===== src/rtl/multicycle_control.sv =====
// Multicycle MIPS-style control unit: state sequencer, datapath control decode
// and a retired-instruction counter.
module multicycle_control #(
    parameter int COUNT_W = 16
) (
    input  logic               clk,
    input  logic               rst,
    input  logic [5:0]         opcode,
    input  logic               mem_ready,
    output logic               pc_write,
    output logic               pc_write_cond,
    output logic               i_or_d,
    output logic               mem_read,
    output logic               mem_write,
    output logic               ir_write,
    output logic               reg_dst,
    output logic               mem_to_reg,
    output logic               reg_write,
    output logic               alu_src_a,
    output logic [1:0]         alu_src_b,
    output logic [1:0]         pc_source,
    output logic [1:0]         alu_op,
    output logic [3:0]         state,
    output logic               illegal_op,
    output logic [COUNT_W-1:0] instr_count
);

    typedef enum logic [3:0] {
        S_FETCH   = 4'd0,
        S_DECODE  = 4'd1,
        S_MEMADR  = 4'd2,
        S_MEMRD   = 4'd3,
        S_MEMWB   = 4'd4,
        S_MEMWR   = 4'd5,
        S_EXEC    = 4'd6,
        S_RTYPEWB = 4'd7,
        S_BRANCH  = 4'd8,
        S_JUMP    = 4'd9,
        S_ADDIEX  = 4'd10,
        S_ADDIWB  = 4'd11
    } state_t;

    localparam logic [5:0] OP_RTYPE = 6'h00;
    localparam logic [5:0] OP_J     = 6'h02;
    localparam logic [5:0] OP_BEQ   = 6'h04;
    localparam logic [5:0] OP_ADDI  = 6'h08;
    localparam logic [5:0] OP_LW    = 6'h23;
    localparam logic [5:0] OP_SW    = 6'h2B;

    state_t             r_state;
    state_t             w_next;
    logic [COUNT_W-1:0] r_count;
    logic               w_retire;

    logic       w_pc_write, w_pc_write_cond, w_i_or_d, w_mem_read, w_mem_write;
    logic       w_ir_write, w_reg_dst, w_mem_to_reg, w_reg_write, w_alu_src_a;
    logic       w_illegal;
    logic [1:0] w_alu_src_b, w_pc_source, w_alu_op;

    always_ff @(posedge clk or posedge rst) begin
        if (rst) begin
            r_state <= S_FETCH;
        end else begin
            r_state <= w_next;
        end
    end

    always_ff @(posedge clk or posedge rst) begin
        if (rst) begin
            r_count <= '0;
        end else if (w_retire) begin
            r_count <= r_count + 1'b1;
        end
    end

    always_comb begin
        w_next          = S_FETCH;
        w_retire        = 1'b0;
        w_pc_write      = 1'b0;
        w_pc_write_cond = 1'b0;
        w_i_or_d        = 1'b0;
        w_mem_read      = 1'b0;
        w_mem_write     = 1'b0;
        w_ir_write      = 1'b0;
        w_reg_dst       = 1'b0;
        w_mem_to_reg    = 1'b0;
        w_reg_write     = 1'b0;
        w_alu_src_a     = 1'b0;
        w_alu_src_b     = 2'b00;
        w_pc_source     = 2'b00;
        w_alu_op        = 2'b00;
        w_illegal       = 1'b0;
        case (r_state)
            S_FETCH: begin
                w_mem_read  = 1'b1;
                w_alu_src_b = 2'b01;
                w_ir_write  = mem_ready;
                w_pc_write  = mem_ready;
                w_next      = mem_ready ? S_DECODE : S_FETCH;
            end
            S_DECODE: begin
                // ALU precomputes PC + (sign-extended imm << 2) for a possible branch.
                w_alu_src_b = 2'b11;
                case (opcode)
                    OP_LW, OP_SW: w_next = S_MEMADR;
                    OP_RTYPE:     w_next = S_EXEC;
                    OP_BEQ:       w_next = S_BRANCH;
                    OP_J:         w_next = S_JUMP;
                    OP_ADDI:      w_next = S_ADDIEX;
                    default: begin
                        w_illegal = 1'b1;
                        w_next    = S_FETCH;
                    end
                endcase
            end
            S_MEMADR: begin
                w_alu_src_a = 1'b1;
                w_alu_src_b = 2'b10;
                w_next      = (opcode == OP_LW) ? S_MEMRD : S_MEMWR;
            end
            S_MEMRD: begin
                w_mem_read = 1'b1;
                w_i_or_d   = 1'b1;
                w_next     = mem_ready ? S_MEMWB : S_MEMRD;
            end
            S_MEMWB: begin
                w_reg_write  = 1'b1;
                w_mem_to_reg = 1'b1;
                w_retire     = 1'b1;
            end
            S_MEMWR: begin
                w_mem_write = 1'b1;
                w_i_or_d    = 1'b1;
                w_retire    = mem_ready;
                w_next      = mem_ready ? S_FETCH : S_MEMWR;
            end
            S_EXEC: begin
                w_alu_src_a = 1'b1;
                w_alu_op    = 2'b10;
                w_next      = S_RTYPEWB;
            end
            S_RTYPEWB: begin
                w_reg_write = 1'b1;
                w_reg_dst   = 1'b1;
                w_retire    = 1'b1;
            end
            S_BRANCH: begin
                w_alu_src_a     = 1'b1;
                w_alu_op        = 2'b01;
                w_pc_write_cond = 1'b1;
                w_pc_source     = 2'b01;
                w_retire        = 1'b1;
            end
            S_JUMP: begin
                w_pc_write  = 1'b1;
                w_pc_source = 2'b10;
                w_retire    = 1'b1;
            end
            S_ADDIEX: begin
                w_alu_src_a = 1'b1;
                w_alu_src_b = 2'b10;
                w_next      = S_ADDIWB;
            end
            S_ADDIWB: begin
                w_reg_write = 1'b1;
                w_retire    = 1'b1;
            end
            default: w_next = S_FETCH;
        endcase
    end

    // Write enables are masked by rst directly so FETCH cannot strobe while held in reset.
    assign pc_write      = w_pc_write & ~rst;
    assign pc_write_cond = w_pc_write_cond & ~rst;
    assign ir_write      = w_ir_write & ~rst;
    assign mem_write     = w_mem_write & ~rst;
    assign reg_write     = w_reg_write & ~rst;
    assign illegal_op    = w_illegal & ~rst;
    assign i_or_d        = w_i_or_d;
    assign mem_read      = w_mem_read;
    assign reg_dst       = w_reg_dst;
    assign mem_to_reg    = w_mem_to_reg;
    assign alu_src_a     = w_alu_src_a;
    assign alu_src_b     = w_alu_src_b;
    assign pc_source     = w_pc_source;
    assign alu_op        = w_alu_op;
    assign state         = r_state;
    assign instr_count   = r_count;

endmodule


===== config.mk =====
export PLATFORM = sky130hd
export DESIGN_NAME = multicycle_control
export DESIGN_NICKNAME = d
export VERILOG_FILES = /design/src/rtl/multicycle_control.sv
export SDC_FILE = /design/constraint.sdc
export NUM_CORES = 1
export LEC_CHECK = 0
export BUFFER_PORTS_ARGS = -buffer_cell sky130_fd_sc_hd__buf_2
export CELL_PAD_IN_SITES_DETAIL_PLACEMENT = 0
export CELL_PAD_IN_SITES_GLOBAL_PLACEMENT = 1
export CORE_MARGIN = 3
export CORE_UTILIZATION = 30
export CTS_CLUSTER_DIAMETER = 80
export DETAILED_ROUTE_END_ITERATION = 12
export GPL_TIMING_DRIVEN = 0
export PLACE_DENSITY_LB_ADDON = 0.3
export SKIP_CTS_REPAIR_TIMING = 1
export SYNTH_ARGS = -nofsm -noshare
export SYNTH_HDL_FRONTEND = slang
export SYNTH_SLANG_ARGS = --single-unit

===== constraint.sdc =====
create_clock -name clk -period 3.2 [get_ports clk]
set_input_delay 0.48 -clock clk [delete_from_list [all_inputs] [get_ports clk]]
set_output_delay 0.48 -clock clk [all_outputs]
set_load 0.01 [all_outputs]

==> impl_metrics.toml, run 1 <==
[setup_path]
timing.rr.start = "state[1]$_DFF_PP0_"
ff2ff_setup_slack_ns = 1.52
startpoint_type = "flip-flop"
endpoint_kind = "primary output"
cp-startpoint = "state[1]$_DFF_PP0_"
cp.required_ns = 2.72
crit_path_max_fanout = 10
crit_arrival_ns = 1.72
critPathKind = "reg2out"

[sta]
fmax_mhz = 455
tightestPinTransition_ns = 0.784
setup_viol = 0
rsz0062_at_grt = "no"
slew_viol_final = 0
setup_tns_ns = 0
final-hold-violation-count = 0
skew_ns = 0.00499
fin_crit_sh_pct = 68.6
setup_ws_ns = 1.00
slew_headroom_pct = 47.7
period_needed_ns = 2.20

[place]
hpwl_um = 2730
pre_cts_ws_ns = 1.09
place_congestion = 0.786
io_buffer_count = 44

[layout]
syn2layout_area_growth_pct = 25.2
finalNetCount = 210
diodes = 0
layout_common_cells = "46 x buf_2, 20 x dfrtp_1, 14 x nor3_1"
layout.cells.most_common = "buf_2"
drive_gt1_share_pct = 30.2

[route]
viasPerCell = 5.50
via_count = 1370
first_iter_violations = 99
ant_nets = 0
wirelength_um = 3620
drtPass1Iterations = 4
remaining_drc_errors = 0
wl_per_cell_um = 14.5

[clock_tree]
htreeDepth = 1
clock-sinks = 20
cts-root-buf = "clkbuf_8"
clkTransAtPathRegs_ns = 0.08
insertion_delay_ns = 0.26
tritoncts = "built"
cts_max_path_buffers = 2
cts_buffers = 3

[synthesis]
avgSynthCellArea_um2 = 8.87
synth_nets = 161
synth-seq-area-share_pct = 37.4
synth_cell_type_count = 41
synth-seq-cells = 20
synthCells = 151
syn_area_um2 = 1340
yosysWarningCount = 0

[floorplanning]
die_area_um2 = 5300
die_h_um = 72.8
pin_count = 46
initial_core_util_pct = 32.3
rows = 23
core_um2 = 4140
die_w_um = 72.8

[flow_run]
maxCapViolCount = 0

[power]
peakVddDrop_mv = 0.129
p_leak_nw = 0.829
powerDensity_nw_per_um2 = 417

[grt]
grt_antenna_before_repair = 0
track_usage_pct = 14.3
grt_max_degree = 22
grt_pass1_vias = 1258
grt_overflow_total = 0
grt_pass1_wl_um = 6110

[hold_path]
holdCritPathClass = "in2async"

[run_status]
status = "completed"
sequential cells by signal, indices dropped and copies added, names as in the netlist:
| name | cells |
|---|---|
| instr_count | 16 |
| state | 4 |
kinds of logic (layout without fill, tap and decap cells):
group	after synthesis	in the layout	synth area share, %
simple gates	77	77	34.4
compound gates	22	22	10.9
flops	20	20	37.4
xor+xnor	17	17	11.1
buf+inv	14	62	5.23
fa+ha+maj	1	1	0.934
stage by stage:
step / util (%) / power [W] / cells / hold slack (ns) / cell area (um2)
floorplan: - / 0.000438 / 151 / 0.452 / 1340
global placement: 39.1 / 0.000509 / 245 / 0.453 / 1620
detailed placement: 39.1 / 0.000513 / 245 / 0.454 / 1620
CTS: 40.5 / 0.000705 / 249 / 0.456 / 1680
global route: 40.5 / 0.000745 / 249 / 0.479 / 1680
finish: 40.5 / 0.000699 / 249 / 0.417 / 1680
final cells by class:
type	count	area, um2
Fill cell	431	2470
Multi-Input combinational cell	117	768
Sequential cell	20	500
Timing Repair Buffer	44	220
Tap cell	50	62.6
Clock buffer	4	55.1
Buffer	10	55.1
Inverter	4	15.0
report_power, final:
group	total (W)	leakage, nW	internal, W	switching [W]
clock	0.000192	0.0288	0.000109	0.0000824
combinational	0.000201	0.527	0.0000834	0.000118
sequential	0.000306	0.274	0.000274	0.0000324
metal layers:
metal / GRT usage (%) / wire, um
met2: 23.3 / 1840
met1: 19.3 / 1600
met5: 0 / 0
met4: 3.48 / 29
met3: 3.17 / 147
final timing paths:
| check | to | depth (start not counted) |
|---|---|---|
| max | alu_src_a | 4 |
| max reg2reg | instr_count[11]$_DFFE_PP0P_ | 5 |
| min reg2reg | instr_count[15]$_DFFE_PP0P_ | 1 |
| min in group clk | instr_count[15]$_DFFE_PP0P_ | 1 |
| max in group asynchronous | instr_count[8]$_DFFE_PP0P_ | 2 |
| min | instr_count[4]$_DFFE_PP0P_ | 2 |
cell usage after synthesis:
library cell	instances	area share, %
dfrtp_1	20	37
nor3_1	14	5.2
nand2_1	13	3.6
nand3_1	9	3.4
nor2_1	9	2.5
xor2_1	9	5.9
xnor2_1	8	5.2
a21oi_1	6	2.2
clkbuf_1	5	1.4
nor4_1	5	2.3
inv_1	4	1.1
nand2b_1	4	1.9
or3_1	4	1.9
and3_1	3	1.4
o21ai_0	3	1.1
a211oi_1	2	1.1
and4_1	2	1.3
buf_2	2	0.75
buf_4	2	1.1
nand3b_1	2	1.1
nand4_1	2	0.93
nand4_2	2	1.9
nor4_2	2	1.9
o31ai_1	2	1.1
a2111oi_0	1	0.65
a22o_1	1	0.65
a31o_1	1	0.65
a31oi_1	1	0.47
and4_4	1	0.84
buf_6	1	0.84
ha_1	1	0.93
nand4_4	1	1.6
nor3b_1	1	0.56
o211ai_1	1	0.56
o21a_1	1	0.56
o221ai_1	1	0.65
o22ai_1	1	0.47
o32ai_1	1	0.65
or2_1	1	0.47
or4_1	1	0.56
or4b_4	1	1.0
critical path: stages (launching register included):
cell	delay [ns]
dfrtp_1	0.48
clkbuf_1	0.42
nor2_1	0.12
a211oi_1	0.26
buf_2	0.18
Power figures use the tool's default switching activity.
==> inputs of run 2 (changes only) <==
==> constraint.sdc (replaced) <==
create_clock -name clk -period 1.99 [get_ports clk]
set_input_delay 0.2985 -clock clk [delete_from_list [all_inputs] [get_ports clk]]
set_output_delay 0.2985 -clock clk [all_outputs]
set_load 0.01 [all_outputs]
==> run 2 against run 1 <==
Clock-buffer cell count did not move. Flip-flop and latch count unchanged. Die area did not move. Clock skew barely moved. Clock power grew 61%. Cell count decreased by 0.40%. First-iteration DRC count is 2.0% higher. Critical path type unchanged. Largest cell class unchanged. Critical endpoint is now reg_write. Largest power group unchanged.
==> impl_metrics.toml, run 2 (synthesis results as in run 1) <==
[setup_path]
ff2ff_setup_slack_ns = 0.30
crit_path_max_fanout = 10
cp.required_ns = 1.69
cp-startpoint = "state[3]$_DFF_PP0_"
endpoint_kind = "primary output"
timing.rr.start = "state[1]$_DFF_PP0_"
critPathKind = "reg2out"
startpoint_type = "flip-flop"
crit_arrival_ns = 1.60

[clock_tree]
insertion_delay_ns = 0.26
tritoncts = "built"
clock-sinks = 20
cts-root-buf = "clkbuf_8"
cts_max_path_buffers = 2
clkTransAtPathRegs_ns = 0.08
htreeDepth = 1
cts_buffers = 3

[sta]
final-hold-violation-count = 0
setup_viol = 0
fmax_mhz = 527
setup_ws_ns = 0.0922
tightestPinTransition_ns = 0.785
rsz0062_at_grt = "yes"
fin_crit_sh_pct = 95.4
slew_viol_final = 0
slew_headroom_pct = 47.6
skew_ns = 0.00508
period_needed_ns = 1.90

[route]
wl_per_cell_um = 14.6
viasPerCell = 5.46
via_count = 1354
wirelength_um = 3620
first_iter_violations = 101
remaining_drc_errors = 0
drtPass1Iterations = 4
ant_nets = 0

[grt]
grt_pass1_vias = 1258
grtUsageMet1_pct = 19.3
track_usage_pct = 14.3
grtUsageMet2_pct = 23.3
grt_pass1_wl_um = 6110
grt_overflow_total = 0
grt_antenna_before_repair = 0
met3_usage_pct = 3.17
gr-max-usage-layer = "met2"
grt_max_degree = 22

[place]
dpl_cell_area_um2 = 1620
hpwl_um = 2730
pre_cts_ws_ns = 0.248
place_congestion = 0.786
io_buffer_count = 44
placed_cells = 245

[hold_path]
holdCritPathClass = "in2async"

[power]
powerDensity_nw_per_um2 = 665
peakVddDrop_mv = 0.208
p_leak_nw = 0.842

[floorplanning]
die_w_um = 72.8
pin_count = 46
rows = 23
die_area_um2 = 5300
die_h_um = 72.8
core_um2 = 4140
initial_core_util_pct = 32.3

[layout]
final_cell_area_um2 = 1700
largest_reg_flops = 16
drive_gt1_share_pct = 35.4
stdcell_count = 248
syn2layout_area_growth_pct = 27.2
finalNetCount = 209
diodes = 0
final_util_pct = 41.1
layout.cells.most_common = "buf_2"
layout_common_cells = "46 x buf_2, 18 x dfrtp_1, 13 x nand2_1"

[flow_run]
maxCapViolCount = 0

[run_status]
status = "completed"
## run 2: through the flow
step | hold WS (ns) | setup TNS (ns) | power [W]
2_1_floorplan | 0.271 | 0 | 0.000705
3_3_place_gp | 0.453 | 0 | 0.000819
3_5_place_dp | 0.454 | 0 | 0.000824
4_1_cts | 0.275 | 0 | 0.00113
5_1_grt | 0.317 | -0.0135 | 0.00121
6_report | 0.245 | 0 | 0.00113
## run 2: routing by layer
layer	routed length (um)	vias to the layer above
met2	1820	37
met4	29	0
met3	163	4
met1	1600	666
met5	0	-
li1	-	647
## run 2: final timing paths
path / end / depth (start not counted)
max: reg_write / 5
min: instr_count[4]$_DFFE_PP0P_ / 2
max reg2reg: instr_count[11]$_DFFE_PP0P_ / 5
min reg2reg: instr_count[15]$_DFFE_PP0P_ / 1
max in group asynchronous: state[3]$_DFF_PP0_ / 2
min in group clk: state[1]$_DFF_PP0_ / 3
## run 2: cell type report
class / count / area, um2
timing repair buffer: 44 / 220
buffer: 9 / 55.1
tap: 50 / 62.6
sequential: 20 / 503
multi-input combinational: 117 / 792
inverter: 4 / 15.0
clock buffer: 4 / 55.1
fill: 433 / 2440
## run 2: power breakdown
group | internal [W] | switching (W)
Clock | 0.000176 | 0.000134
Combinational | 0.000137 | 0.000193
Sequential | 0.000441 | 0.0000520
Total | 0.000754 | 0.000379
## run 2: worst max-delay path, stage by stage (launching register included)
cell	delay, ns
dfrtp_2	0.44
buf_2	0.20
nand2b_1	0.26
nor3_2	0.17
o21a_1	0.15
buf_2	0.13
==> inputs of run 3 (changes only) <==
--- a/config.mk
+++ b/config.mk
@@ -6,10 +6,11 @@
 export NUM_CORES = 1
 export LEC_CHECK = 0
 export BUFFER_PORTS_ARGS = -buffer_cell sky130_fd_sc_hd__buf_2
-export CELL_PAD_IN_SITES_DETAIL_PLACEMENT = 0
-export CELL_PAD_IN_SITES_GLOBAL_PLACEMENT = 1
+export CAP_MARGIN = 5
+export CELL_PAD_IN_SITES_DETAIL_PLACEMENT = 1
+export CELL_PAD_IN_SITES_GLOBAL_PLACEMENT = 2
 export CORE_MARGIN = 3
-export CORE_UTILIZATION = 30
+export CORE_UTILIZATION = 26
 export CTS_CLUSTER_DIAMETER = 80
 export DETAILED_ROUTE_END_ITERATION = 12
 export GPL_TIMING_DRIVEN = 0
==> run 3 against run 2 <==
Global-route usage is 0.61 points lower. Sequential power barely moved. Flip-flop and latch count unchanged. Cell count rose by 6.9%. Worst setup slack improved by 0.0082 ns. Clock skew down 0.0028 ns. Critical path depth unchanged. Critical endpoint is now illegal_op. Clock power about the same. Largest cell class unchanged. Power increased by 0.46%. Hold slack got worse by 0.00092 ns. Register-to-register slack is essentially flat.
==> impl_metrics.toml, run 3 (synthesis results as in run 1) <==
[place]
pre_cts_ws_ns = 0.228
io_buffer_count = 44
hpwl_um = 2990
place_congestion = 0.820

[floorplanning]
pin_count = 46
die_h_um = 77.8
rows = 25
core_um2 = 4850
die_w_um = 77.8
die_area_um2 = 6050
initial_core_util_pct = 27.6

[power]
comb_power_share_pct = 29.0
seq_power_share_pct = 43.5
finalPower_w = 0.00114
clkPwrFrac_pct = 27.5
internal_power_w = 0.000753
powerDensity_nw_per_um2 = 664
peakVddDrop_mv = 0.228
switching_share_pct = 33.8
power.switching_w = 0.000385
p_leak_nw = 0.842

[setup_path]
timing.rr.start = "state[1]$_DFF_PP0_"
cp-startpoint = "state[2]$_DFF_PP0_"
critPathKind = "reg2out"
r2r_cells = 5
endpoint_kind = "primary output"
crit_path_max_fanout = 8
crit_arrival_ns = 1.59
cp.required_ns = 1.69
startpoint_type = "flip-flop"

[grt]
grt_max_degree = 22
grt_overflow_total = 0
track_usage_pct = 13.7
grt_pass1_wl_um = 6800
grt_pass1_vias = 1367
grt_antenna_before_repair = 0

[sta]
setup_tns_ns = 0
period_needed_ns = 1.89
slew_viol_final = 0
setup_ws_ns = 0.100
rsz0062_at_grt = "yes"
fmax_mhz = 529
slew_headroom_pct = 48.1
skew_ns = 0.00225
final-hold-violation-count = 0
fin_crit_sh_pct = 95.0
setup_viol = 0
tightestPinTransition_ns = 0.778

[hold_path]
holdCritPathClass = "in2async"

[layout]
drive_gt1_share_pct = 34.3
nFillCells = 604
layout.cells.most_common = "buf_2"
largest_reg_flops = 16
layout_common_cells = "47 x buf_2, 19 x dfrtp_1, 13 x nand2_1"
finalNetCount = 209
diodes = 0
syn2layout_area_growth_pct = 28.0

[clock_tree]
cts_max_path_buffers = 2
clkTransAtPathRegs_ns = 0.07
tritoncts = "built"
htreeDepth = 1
insertion_delay_ns = 0.26
clock-sinks = 20
cts_buffers = 3
cts-root-buf = "clkbuf_8"

[flow_run]
maxCapViolCount = 0

[route]
remaining_drc_errors = 0
drtPass1Iterations = 4
viasPerCell = 5.05
first_iter_violations = 26
wirelength_um = 3970
via_count = 1339
ant_nets = 0
wl_per_cell_um = 15.0

[run_status]
status = "completed"
run 3: cell count changes in the layout (fill, tap and decap cells not counted):
cell	before	now
nor3_2	3	2
dfrtp_1	18	19
nor4_1	4	5
nand2b_1	3	2
nor4_2	3	2
nor3_1	11	12
buf_2	46	47
clkbuf_2	3	2
dfrtp_2	2	1
nand2b_2	1	2
run 3: worst paths after layout:
path,to,slack [ns]
worst min register to register,instr_count[15]$_DFFE_PP0P_,0.46
max in group asynchronous,state[1]$_DFF_PP0_,1.22
worst max-delay path,illegal_op,0.10
worst min-delay path,state[0]$_DFF_PP0_,0.24
worst max register to register,instr_count[7]$_DFFE_PP0P_,0.30
min in group clk,state[1]$_DFF_PP0_,0.45
run 3: final cells by class:
cell class | instances | area (um2) | area share [%]
multi-input combinational | 117 | 783 | 45.7
sequential | 20 | 502 | 29.3
timing repair buffer | 44 | 220 | 12.8
tap | 67 | 83.8 | 4.89
clock buffer | 4 | 55.1 | 3.21
buffer | 9 | 55.1 | 3.21
inverter | 4 | 15.0 | 0.876
run 3: worst max-delay path: stages (launching register included):
cell and delay, ns:
dfrtp_1 0.46, or2_1 0.23, buf_2 0.19, nor3_1 0.13, and4_1 0.20, buf_2 0.13
run 3: layer usage:
layer | GRT usage (%) | vias to the layer above | part of all wire [%]
met1 | 17.1 | 655 | 44
met3 | 1.97 | 8 | 3.1
met4 | 4.09 | 0 | 1.8
met2 | 24.2 | 29 | 51
met5 | 0 | - | 0
li1 | - | 647 | -
run 3: power groups by stage:
stage	Sequential (W)	Clock, W	Combinational, W
after floorplan	0.000510	0	0.000196
after global placement	0.000499	0	0.000323
after detailed placement	0.000503	0	0.000331
after CTS	0.000496	0.000319	0.000333
after global routing	0.000505	0.000343	0.000368
final	0.000495	0.000313	0.000330
run 3: per-stage QoR:
| stage | std cells | util (%) | hold slack (ns) | instance area, um2 |
|---|---|---|---|---|
| 6_report | 265 | 35.4 | 0.244 | 1710 |
| 5_1_grt | 265 | 35.4 | 0.315 | 1710 |
| 4_1_cts | 266 | 35.0 | 0.294 | 1700 |
| 3_5_place_dp | 262 | 33.9 | 0.453 | 1640 |
| 3_3_place_gp | 262 | 33.9 | 0.455 | 1640 |
| 2_1_floorplan | 151 | - | 0.271 | 1340 |
